## config.mk

```make
export PLATFORM = sky130hd
export DESIGN_NAME = axi_sram_slave_flat
export DESIGN_NICKNAME = d
export VERILOG_FILES = /design/src/rtl/axi_sram_slave_if.sv /design/src/rtl/axi_sram_slave.sv /design/src/flat_wrapper.sv
export SDC_FILE = /design/constraint.sdc
export NUM_CORES = 1
export LEC_CHECK = 0
export BUFFER_PORTS_ARGS = -buffer_cell sky130_fd_sc_hd__buf_2
export CAP_MARGIN = 5
export CORE_AREA = 2 2 109 111
export CTS_CLUSTER_SIZE = 8
export DETAILED_ROUTE_END_ITERATION = 12
export DIE_AREA = 0 0 111 113
export PLACE_DENSITY_LB_ADDON = 0.15
export SLEW_MARGIN = 5
export SYNTH_ARGS = -nofsm -noshare
export SYNTH_HDL_FRONTEND = slang
export SYNTH_SLANG_ARGS = --single-unit
export TNS_END_PERCENT = 30
```

## constraint.sdc

```tcl
create_clock -name aclk -period 3.2 [get_ports aclk]
set_input_delay 0.32 -clock aclk [delete_from_list [all_inputs] [get_ports aclk]]
set_output_delay 0.32 -clock aclk [all_outputs]
set_load 0.01 [all_outputs]
```

## src/rtl/axi_sram_slave_if.sv

```systemverilog
// AXI3 read/write channel bundle between a bus master and axi_sram_slave.
// lock/cache/prot are deliberately absent: the slave ignores them.
interface axi_sram_slave_if #(
   parameter int ID_W   = 4,
   parameter int ADDR_W = 32
) ();

   // Read address channel
   logic [ID_W-1:0]   arid;
   logic [ADDR_W-1:0] araddr;
   logic [7:0]        arlen;
   logic [2:0]        arsize;
   logic [1:0]        arburst;
   logic              arvalid;
   logic              arready;

   // Read data channel
   logic [ID_W-1:0]   rid;
   logic [31:0]       rdata;
   logic [1:0]        rresp;
   logic              rlast;
   logic              rvalid;
   logic              rready;

   // Write address channel
   logic [ID_W-1:0]   awid;
   logic [ADDR_W-1:0] awaddr;
   logic [7:0]        awlen;
   logic [2:0]        awsize;
   logic [1:0]        awburst;
   logic              awvalid;
   logic              awready;

   // Write data channel
   logic [ID_W-1:0]   wid;
   logic [31:0]       wdata;
   logic [3:0]        wstrb;
   logic              wlast;
   logic              wvalid;
   logic              wready;

   // Write response channel
   logic [ID_W-1:0]   bid;
   logic [1:0]        bresp;
   logic              bvalid;
   logic              bready;

   modport master (
      output arid, araddr, arlen, arsize, arburst, arvalid,
      input  arready,
      input  rid, rdata, rresp, rlast, rvalid,
      output rready,
      output awid, awaddr, awlen, awsize, awburst, awvalid,
      input  awready,
      output wid, wdata, wstrb, wlast, wvalid,
      input  wready,
      input  bid, bresp, bvalid,
      output bready
   );

   modport slave (
      input  arid, araddr, arlen, arsize, arburst, arvalid,
      output arready,
      output rid, rdata, rresp, rlast, rvalid,
      input  rready,
      input  awid, awaddr, awlen, awsize, awburst, awvalid,
      output awready,
      input  wid, wdata, wstrb, wlast, wvalid,
      output wready,
      output bid, bresp, bvalid,
      input  bready
   );

endinterface

```

## src/rtl/axi_sram_slave.sv

```systemverilog
// AXI3 slave that turns read/write bursts into single-port synchronous SRAM
// accesses. One transaction in flight at a time; a read wins a same-cycle
// tie against a write. The SRAM has one cycle of read latency.
module axi_sram_slave #(
   parameter int ID_W    = 4,
   parameter int ADDR_W  = 32,
   parameter int SRAM_AW = 16
) (
   input  logic               aclk,
   input  logic               aresetn,
   axi_sram_slave_if.slave    axi,
   output logic               sram_en,
   output logic [3:0]         sram_we,
   output logic [SRAM_AW-1:0] sram_addr,
   output logic [31:0]        sram_wdata,
   input  logic [31:0]        sram_rdata
);

   localparam logic [2:0] IDLE    = 3'd0;
   localparam logic [2:0] RD_REQ  = 3'd1;
   localparam logic [2:0] RD_WAIT = 3'd2;
   localparam logic [2:0] RD_RESP = 3'd3;
   localparam logic [2:0] WR_DATA = 3'd4;
   localparam logic [2:0] WR_RESP = 3'd5;

   localparam logic [1:0] BURST_FIXED = 2'b00;
   localparam logic [1:0] BURST_WRAP  = 2'b10;
   localparam logic [1:0] RESP_OKAY   = 2'b00;
   localparam logic [1:0] RESP_SLVERR = 2'b10;

   logic [2:0]        state;
   logic [ADDR_W-1:0] addr;
   logic [7:0]        len;
   logic [2:0]        size;
   logic [1:0]        burst;
   // One bit wider than len and saturating, so a long wlast overrun can never
   // wrap back into the legal range and re-enable SRAM writes.
   logic [8:0]        cnt;
   logic              req_err;

   logic [ID_W-1:0]   rid_q;
   logic [ID_W-1:0]   bid_q;
   logic [31:0]       rdata_q;
   logic [1:0]        rresp_q;
   logic [1:0]        bresp_q;

   logic ar_fire;
   logic aw_fire;
   logic r_fire;
   logic w_fire;
   logic b_fire;
   logic beat_is_last;
   logic wr_in_range;

   // wid is accepted but intentionally not compared against the latched awid.
   logic unused_wid;
   assign unused_wid = ^axi.wid;

   // WRAP is executed as INCR and sizes wider than the 32-bit data bus are
   // not supported; both are reported as SLVERR rather than rejected.
   function automatic logic req_error(input logic [2:0] sz, input logic [1:0] bt);
      return (bt == BURST_WRAP) || (sz > 3'd2);
   endfunction

   // FIXED holds the address; INCR, WRAP and reserved encodings step by the
   // transfer size and wrap modulo 2^ADDR_W.
   function automatic logic [ADDR_W-1:0] next_addr(input logic [ADDR_W-1:0] a,
                                                   input logic [2:0]        sz,
                                                   input logic [1:0]        bt);
      logic [ADDR_W-1:0] n;
      if (bt == BURST_FIXED) n = a;
      else                   n = a + (ADDR_W'(1) << sz);
      return n;
   endfunction

   // Handshake ready/valid outputs; gating with aresetn keeps them low during
   // the reset cycle even if the state register has not yet returned to IDLE.
   assign axi.arready = aresetn & (state == IDLE);
   assign axi.awready = aresetn & (state == IDLE) & ~axi.arvalid;
   assign axi.wready  = aresetn & (state == WR_DATA);
   assign axi.rvalid  = aresetn & (state == RD_RESP);
   assign axi.bvalid  = aresetn & (state == WR_RESP);

   assign axi.rid   = rid_q;
   assign axi.rdata = rdata_q;
   assign axi.rresp = rresp_q;
   assign axi.bid   = bid_q;
   assign axi.bresp = bresp_q;

   assign beat_is_last = (cnt == {1'b0, len});
   assign wr_in_range  = (cnt <= {1'b0, len});
   assign axi.rlast    = (state == RD_RESP) & beat_is_last;

   assign ar_fire = axi.arvalid & axi.arready;
   assign aw_fire = axi.awvalid & axi.awready;
   assign r_fire  = axi.rvalid  & axi.rready;
   assign w_fire  = axi.wvalid  & axi.wready;
   assign b_fire  = axi.bvalid  & axi.bready;

   // SRAM port: a read strobe in RD_REQ, or a same-cycle write for each
   // in-range W beat; overrun beats are accepted without touching the SRAM.
   always_comb begin
      // NOTE: every output gets a default first so no path through the case
      // leaves a value held, which would otherwise infer a latch.
      sram_en    = 1'b0;
      sram_we    = 4'b0000;
      sram_addr  = addr[SRAM_AW+1:2];
      sram_wdata = axi.wdata;
      case (state)
         RD_REQ: begin
            sram_en = 1'b1;
         end
         WR_DATA: begin
            if (w_fire && wr_in_range) begin
               sram_en = 1'b1;
               sram_we = axi.wstrb;
            end
         end
         default: ;
      endcase
   end

   // Transaction FSM plus the latched request and response registers.
   always_ff @(posedge aclk) begin
      // NOTE: non-blocking assignments throughout, so every register here
      // sees the pre-edge value of every other one regardless of order.
      if (!aresetn) begin
         state   <= IDLE;
         addr    <= '0;
         len     <= '0;
         size    <= '0;
         burst   <= '0;
         cnt     <= '0;
         req_err <= 1'b0;
         rid_q   <= '0;
         bid_q   <= '0;
         rdata_q <= '0;
         rresp_q <= RESP_OKAY;
         bresp_q <= RESP_OKAY;
      end else begin
         case (state)
            IDLE: begin
               if (ar_fire) begin
                  addr    <= axi.araddr;
                  len     <= axi.arlen;
                  size    <= axi.arsize;
                  burst   <= axi.arburst;
                  cnt     <= '0;
                  req_err <= req_error(axi.arsize, axi.arburst);
                  rid_q   <= axi.arid;
                  rresp_q <= req_error(axi.arsize, axi.arburst) ? RESP_SLVERR : RESP_OKAY;
                  state   <= RD_REQ;
               end else if (aw_fire) begin
                  addr    <= axi.awaddr;
                  len     <= axi.awlen;
                  size    <= axi.awsize;
                  burst   <= axi.awburst;
                  cnt     <= '0;
                  req_err <= req_error(axi.awsize, axi.awburst);
                  bid_q   <= axi.awid;
                  state   <= WR_DATA;
               end
            end

            RD_REQ: begin
               state <= RD_WAIT;
            end

            RD_WAIT: begin
               rdata_q <= sram_rdata;
               state   <= RD_RESP;
            end

            RD_RESP: begin
               if (r_fire) begin
                  if (beat_is_last) begin
                     state <= IDLE;
                  end else begin
                     addr  <= next_addr(addr, size, burst);
                     cnt   <= cnt + 9'd1;
                     state <= RD_REQ;
                  end
               end
            end

            WR_DATA: begin
               if (w_fire) begin
                  addr <= next_addr(addr, size, burst);
                  if (cnt != 9'h1FF) cnt <= cnt + 9'd1;
                  if (axi.wlast) begin
                     // Early or late wlast both show up as cnt != len here.
                     bresp_q <= (req_err || !beat_is_last) ? RESP_SLVERR : RESP_OKAY;
                     state   <= WR_RESP;
                  end
               end
            end

            WR_RESP: begin
               if (b_fire) state <= IDLE;
            end

            default: begin
               state <= IDLE;
            end
         endcase
      end
   end

endmodule

```

## src/flat_wrapper.sv

```systemverilog
// flat-port wrapper written by rule: the top's interface ports become plain ports
module axi_sram_slave_flat 
#(
   parameter int ID_W    = 4,
   parameter int ADDR_W  = 32,
   parameter int SRAM_AW = 16
)
  (aclk, aresetn, sram_en, sram_we, sram_addr, sram_wdata, sram_rdata, axi_arid, axi_araddr, axi_arlen, axi_arsize, axi_arburst, axi_arvalid, axi_arready, axi_rid, axi_rdata, axi_rresp, axi_rlast, axi_rvalid, axi_rready, axi_awid, axi_awaddr, axi_awlen, axi_awsize, axi_awburst, axi_awvalid, axi_awready, axi_wid, axi_wdata, axi_wstrb, axi_wlast, axi_wvalid, axi_wready, axi_bid, axi_bresp, axi_bvalid, axi_bready);
  axi_sram_slave_if #(.ID_W(ID_W), .ADDR_W(ADDR_W)) axi_i ();
  input  logic aclk;
  input  logic aresetn;
  output logic sram_en;
  output logic [3:0] sram_we;
  output logic [SRAM_AW-1:0] sram_addr;
  output logic [31:0] sram_wdata;
  input  logic [31:0] sram_rdata;
  input wire logic [$bits(axi_i.arid)-1:0] axi_arid;
  input wire logic [$bits(axi_i.araddr)-1:0] axi_araddr;
  input wire logic [$bits(axi_i.arlen)-1:0] axi_arlen;
  input wire logic [$bits(axi_i.arsize)-1:0] axi_arsize;
  input wire logic [$bits(axi_i.arburst)-1:0] axi_arburst;
  input wire logic [$bits(axi_i.arvalid)-1:0] axi_arvalid;
  output wire logic [$bits(axi_i.arready)-1:0] axi_arready;
  output wire logic [$bits(axi_i.rid)-1:0] axi_rid;
  output wire logic [$bits(axi_i.rdata)-1:0] axi_rdata;
  output wire logic [$bits(axi_i.rresp)-1:0] axi_rresp;
  output wire logic [$bits(axi_i.rlast)-1:0] axi_rlast;
  output wire logic [$bits(axi_i.rvalid)-1:0] axi_rvalid;
  input wire logic [$bits(axi_i.rready)-1:0] axi_rready;
  input wire logic [$bits(axi_i.awid)-1:0] axi_awid;
  input wire logic [$bits(axi_i.awaddr)-1:0] axi_awaddr;
  input wire logic [$bits(axi_i.awlen)-1:0] axi_awlen;
  input wire logic [$bits(axi_i.awsize)-1:0] axi_awsize;
  input wire logic [$bits(axi_i.awburst)-1:0] axi_awburst;
  input wire logic [$bits(axi_i.awvalid)-1:0] axi_awvalid;
  output wire logic [$bits(axi_i.awready)-1:0] axi_awready;
  input wire logic [$bits(axi_i.wid)-1:0] axi_wid;
  input wire logic [$bits(axi_i.wdata)-1:0] axi_wdata;
  input wire logic [$bits(axi_i.wstrb)-1:0] axi_wstrb;
  input wire logic [$bits(axi_i.wlast)-1:0] axi_wlast;
  input wire logic [$bits(axi_i.wvalid)-1:0] axi_wvalid;
  output wire logic [$bits(axi_i.wready)-1:0] axi_wready;
  output wire logic [$bits(axi_i.bid)-1:0] axi_bid;
  output wire logic [$bits(axi_i.bresp)-1:0] axi_bresp;
  output wire logic [$bits(axi_i.bvalid)-1:0] axi_bvalid;
  input wire logic [$bits(axi_i.bready)-1:0] axi_bready;
  assign axi_i.arid = axi_arid;
  assign axi_i.araddr = axi_araddr;
  assign axi_i.arlen = axi_arlen;
  assign axi_i.arsize = axi_arsize;
  assign axi_i.arburst = axi_arburst;
  assign axi_i.arvalid = axi_arvalid;
  assign axi_arready = axi_i.arready;
  assign axi_rid = axi_i.rid;
  assign axi_rdata = axi_i.rdata;
  assign axi_rresp = axi_i.rresp;
  assign axi_rlast = axi_i.rlast;
  assign axi_rvalid = axi_i.rvalid;
  assign axi_i.rready = axi_rready;
  assign axi_i.awid = axi_awid;
  assign axi_i.awaddr = axi_awaddr;
  assign axi_i.awlen = axi_awlen;
  assign axi_i.awsize = axi_awsize;
  assign axi_i.awburst = axi_awburst;
  assign axi_i.awvalid = axi_awvalid;
  assign axi_awready = axi_i.awready;
  assign axi_i.wid = axi_wid;
  assign axi_i.wdata = axi_wdata;
  assign axi_i.wstrb = axi_wstrb;
  assign axi_i.wlast = axi_wlast;
  assign axi_i.wvalid = axi_wvalid;
  assign axi_wready = axi_i.wready;
  assign axi_bid = axi_i.bid;
  assign axi_bresp = axi_i.bresp;
  assign axi_bvalid = axi_i.bvalid;
  assign axi_i.bready = axi_bready;
  axi_sram_slave #(.ID_W(ID_W), .ADDR_W(ADDR_W), .SRAM_AW(SRAM_AW)) u_core (.aclk(aclk), .aresetn(aresetn), .axi(axi_i), .sram_en(sram_en), .sram_we(sram_we), .sram_addr(sram_addr), .sram_wdata(sram_wdata), .sram_rdata(sram_rdata));
endmodule
```

==> results.md <==
- Status: complete, no violations
- CP most frequent cell: or4_1
- Max Fclk: between 300 and 400 MHz
- Slowest stage delay, CP: 0.50 ns
- Cts hold-fix bufs: 0
- Clock skew: roughly 0.0054 ns
- Fraction of registers with async set/reset: 0%
- Worst path required time: ~3.5 ns
- Ys Warns: 0
- # rows: 39
- Post-route DRC: 0
- Final hold violation count: 0
- Power Density: ~550 nW/um2
- Global route overflow: 0
- Initial antenna violation count: 0
- Post-route ant nets: 0
- GP Congestion: ~0.88
- Setup violators final: 0
- R2R depth: 8
- Clk slew on worst S/H paths: about 0.07 ns
- Netlist cell types: 53
- Worst-Margin Slew: about 1.2 ns
- Post-DP HPWL: just under 10 mm
- Avg Synthesized Cell Area: approximately 7.7 um2
- Clock Latency Late Sink: 0.34 ns
- Crit path to: u_core.addr[16]$_SDFFE_PN0P_
- Sequential share of the synthesized area: 34.6%
- Ports: 281
- PostCTS Resize Cnt: 0
- Port Buf Inserts: between 150 and 200
- Max IR drop VDD: 0.252 mV
- Via count: about 4,800
- Vias per Instance: ~5.3
- Crit end category: flip-flop
- Syn Inst Count: between 600 and 700
- Leakage: roughly 0.0027 uW
- CTS tree: yes
- Vias in the first global route: 4,624
- Setup TNS: 0 ns
- Most frequent cells in the layout: buf_2, nand2_1, dfxtp_1
- Routed len/inst: approximately 15 um
- Crit-path leading delay family: simple AND/OR/NAND/NOR gates
- # fillers: between 1,000 and 1,500
- Total CTS buffers: 9
- Reg-to-Reg End: u_core.addr[16]$_SDFFE_PN0P_
- Die width: approximately 110 um
- Final number of max-transition violations: 0
- Worst setup startpoint: u_core.size[0]$_SDFFE_PN0P_
- # nets final: ~960
- CP Max Fanout: 9
- Max clock buf depth: 2
- Starting Density: between 40 and 50%
- Post-synth EDFFs: 0
- RSZ-0062 raised after global routing: false
- CP Buf/Inv Count: 0
- Slowest CP cell: or3b_2
- P&R area growth vs syn: 19.0%
- Die area: around 13,000 um2
- Drt pass-1 iters: 4
- Min Tclk post-route: roughly 2.7 ns
- Crit-path cells: or3b_2, fa_1, nand2b_1, a21oi_1, or4_1, nand3_1, or4_1, a31oi_1
- Share of cells above drive strength 1: between 20 and 30%
- Vert. Die Dim: approximately 110 um
- Period utilisation layout: a little under nine tenths
- Max cap viols: 0
- CTS root buffer: clkbuf_16
- CTS Sinks: 86
- Global Route Usage Sum: 20.7%
- Antenna diodes: 0
- Core Util, Final: a little over half
- FF-to-FF Start: u_core.size[0]$_SDFFE_PN0P_
- Core ar.: around 11,000 um2
- HP Class: input pin to flip-flop
- WS Path Type: flip-flop to flip-flop
- Worst EP arrival: 2.99 ns
- H-tree depth: 3
- Setup Buffers After CTS: 0
- Pin count of the biggest net entering global routing: 37
- Worst path depth: 8
- FF-to-FF setup slack: about 0.48 ns
- Yosys reg bits: between 80 and 90
- CP startpoint kind: flip-flop
- Synth Cell Area: slightly below 5000 um2
- Global-route wire length before repair: 21.6 mm
- Rel. slew slack: around a fifth
- 1st-iter DRT viols: between 200 and 250
- Ys flop type: dfxtp_1
- Commonest non-fill, non-tap cell in the layout: buf_2
- Drt total wl: between 10 and 15 mm
-- metal layers --
layer  vias up  share of wire [%]  GRT usage [%]
met5         -                  0              0
met4         0                1.6           7.00
met3        25                5.4           3.91
met2       133                 48           36.1
met1      2240                 45           26.0
li1       2426                  -              -
-- per-stage QoR --
stage	worst slack (ns)	std cells	hold slack, ns	total power (uW)	cell area, um2
final	0.479	912	0.165	3230	5920
after global routing	0.257	912	0.175	3400	5920
after CTS	0.508	912	0.157	3250	5920
after detailed placement	0.543	896	0.443	2080	5590
after global placement	0.555	896	0.440	2060	5590
after floorplan	0.407	650	0.419	1880	4970
-- registers in the layout, indices dropped and copies added, names as in the netlist --
name / count
u_core.req_err: 1
u_core.axi.rresp: 1
u_core.axi.bresp: 1
u_core.burst: 2
u_core.cnt: 9
u_core.axi.bid: 4
u_core.axi.rid: 4
u_core.size: 3
u_core.axi.rdata: 32
u_core.addr: 18
u_core.len: 8
u_core.state: 3
-- cells in the mapped netlist (all sizes together) (2+ instances only) --
cell type	count	area [um2]
a211oi	5	37.5
a21o	5	37.5
a21oi	74	370
a31oi	7	43.8
a41oi	2	17.5
and3	7	43.8
and3b	2	17.5
and4	3	26.3
buf	65	465
clkbuf	23	86.3
dfxtp	86	1720
ha	18	225
inv	18	67.6
mux2i	20	200
nand2	122	458
nand2b	5	31.3
nand3	35	175
nand3b	3	22.5
nand4	4	25.0
nor2	29	111
nor2b	3	18.8
nor3	13	65.1
nor3b	7	52.6
nor4	6	37.5
nor4b	2	23.8
nor4bb	2	20.0
o211ai	8	60.1
o21a	5	37.5
o21ai	34	170
o22ai	2	12.5
o32a	2	20.0
or2	2	12.5
or3b	2	17.5
or4	3	22.5
xnor2	12	105
-- how the worst min path moves through the flow --
stage | end | slack [ns] | cells past startpoint | from
after global routing | u_core.axi.rid[0]$_SDFFE_PN0P_ | 0.17 | 3 | axi_arid[0]
after floorplan | u_core.axi.rid[0]$_SDFFE_PN0P_ | 0.42 | 2 | axi_arid[0]
after detailed placement | u_core.axi.rdata[18]$_SDFFE_PN0P_ | 0.44 | 2 | u_core.axi.rdata[18]$_SDFFE_PN0P_
final | u_core.axi.rid[3]$_SDFFE_PN0P_ | 0.16 | 3 | axi_arid[3]
after global placement | u_core.axi.rdata[12]$_SDFFE_PN0P_ | 0.44 | 2 | u_core.axi.rdata[12]$_SDFFE_PN0P_
after CTS | u_core.axi.rid[3]$_SDFFE_PN0P_ | 0.16 | 3 | axi_arid[3]
-- worst reg2reg max path, stage by stage (launching register included) --
cell and delay (ns):
dfxtp_1 0.45, or3b_2 0.50, fa_1 0.45, nand2b_1 0.18
a21oi_1 0.20, or4_1 0.19, nand3_1 0.11, or4_1 0.41
a31oi_1 0.16
-- cells by family (layout without fill, tap and decap cells) --
group / count (synthesis) / after routing / share of synthesized area, %
multiplexers: 20 / 20 / 4.03
buffers and inverters: 106 / 225 / 12.5
flip-flops: 86 / 86 / 34.6
XOR/XNOR: 13 / 13 / 2.29
other: 1 / 2 / 0.0754
adder cells (fa/ha/maj): 19 / 19 / 4.93
AND/OR/NAND/NOR: 252 / 252 / 24.0
AO/OA/AOI/OAI: 152 / 152 / 17.6
-- cell type report --
class | count | area, um2 | area share [%]
clock buffer | 9 | 225 | 3.81
multi-input combinational | 458 | 2640 | 44.6
sequential | 86 | 1720 | 29.1
timing repair buffer | 191 | 978 | 16.5
clock inverter | 7 | 103 | 1.73
inverter | 18 | 67.6 | 1.14
tap | 143 | 179 | 3.02
-- where the power goes --
part	internal, uW	switching [uW]	total [uW]
clock	697	472	1170
sequential	1180	94.8	1270
combinational	324	459	783
Note: power is estimated with default switching activity, not from simulation.
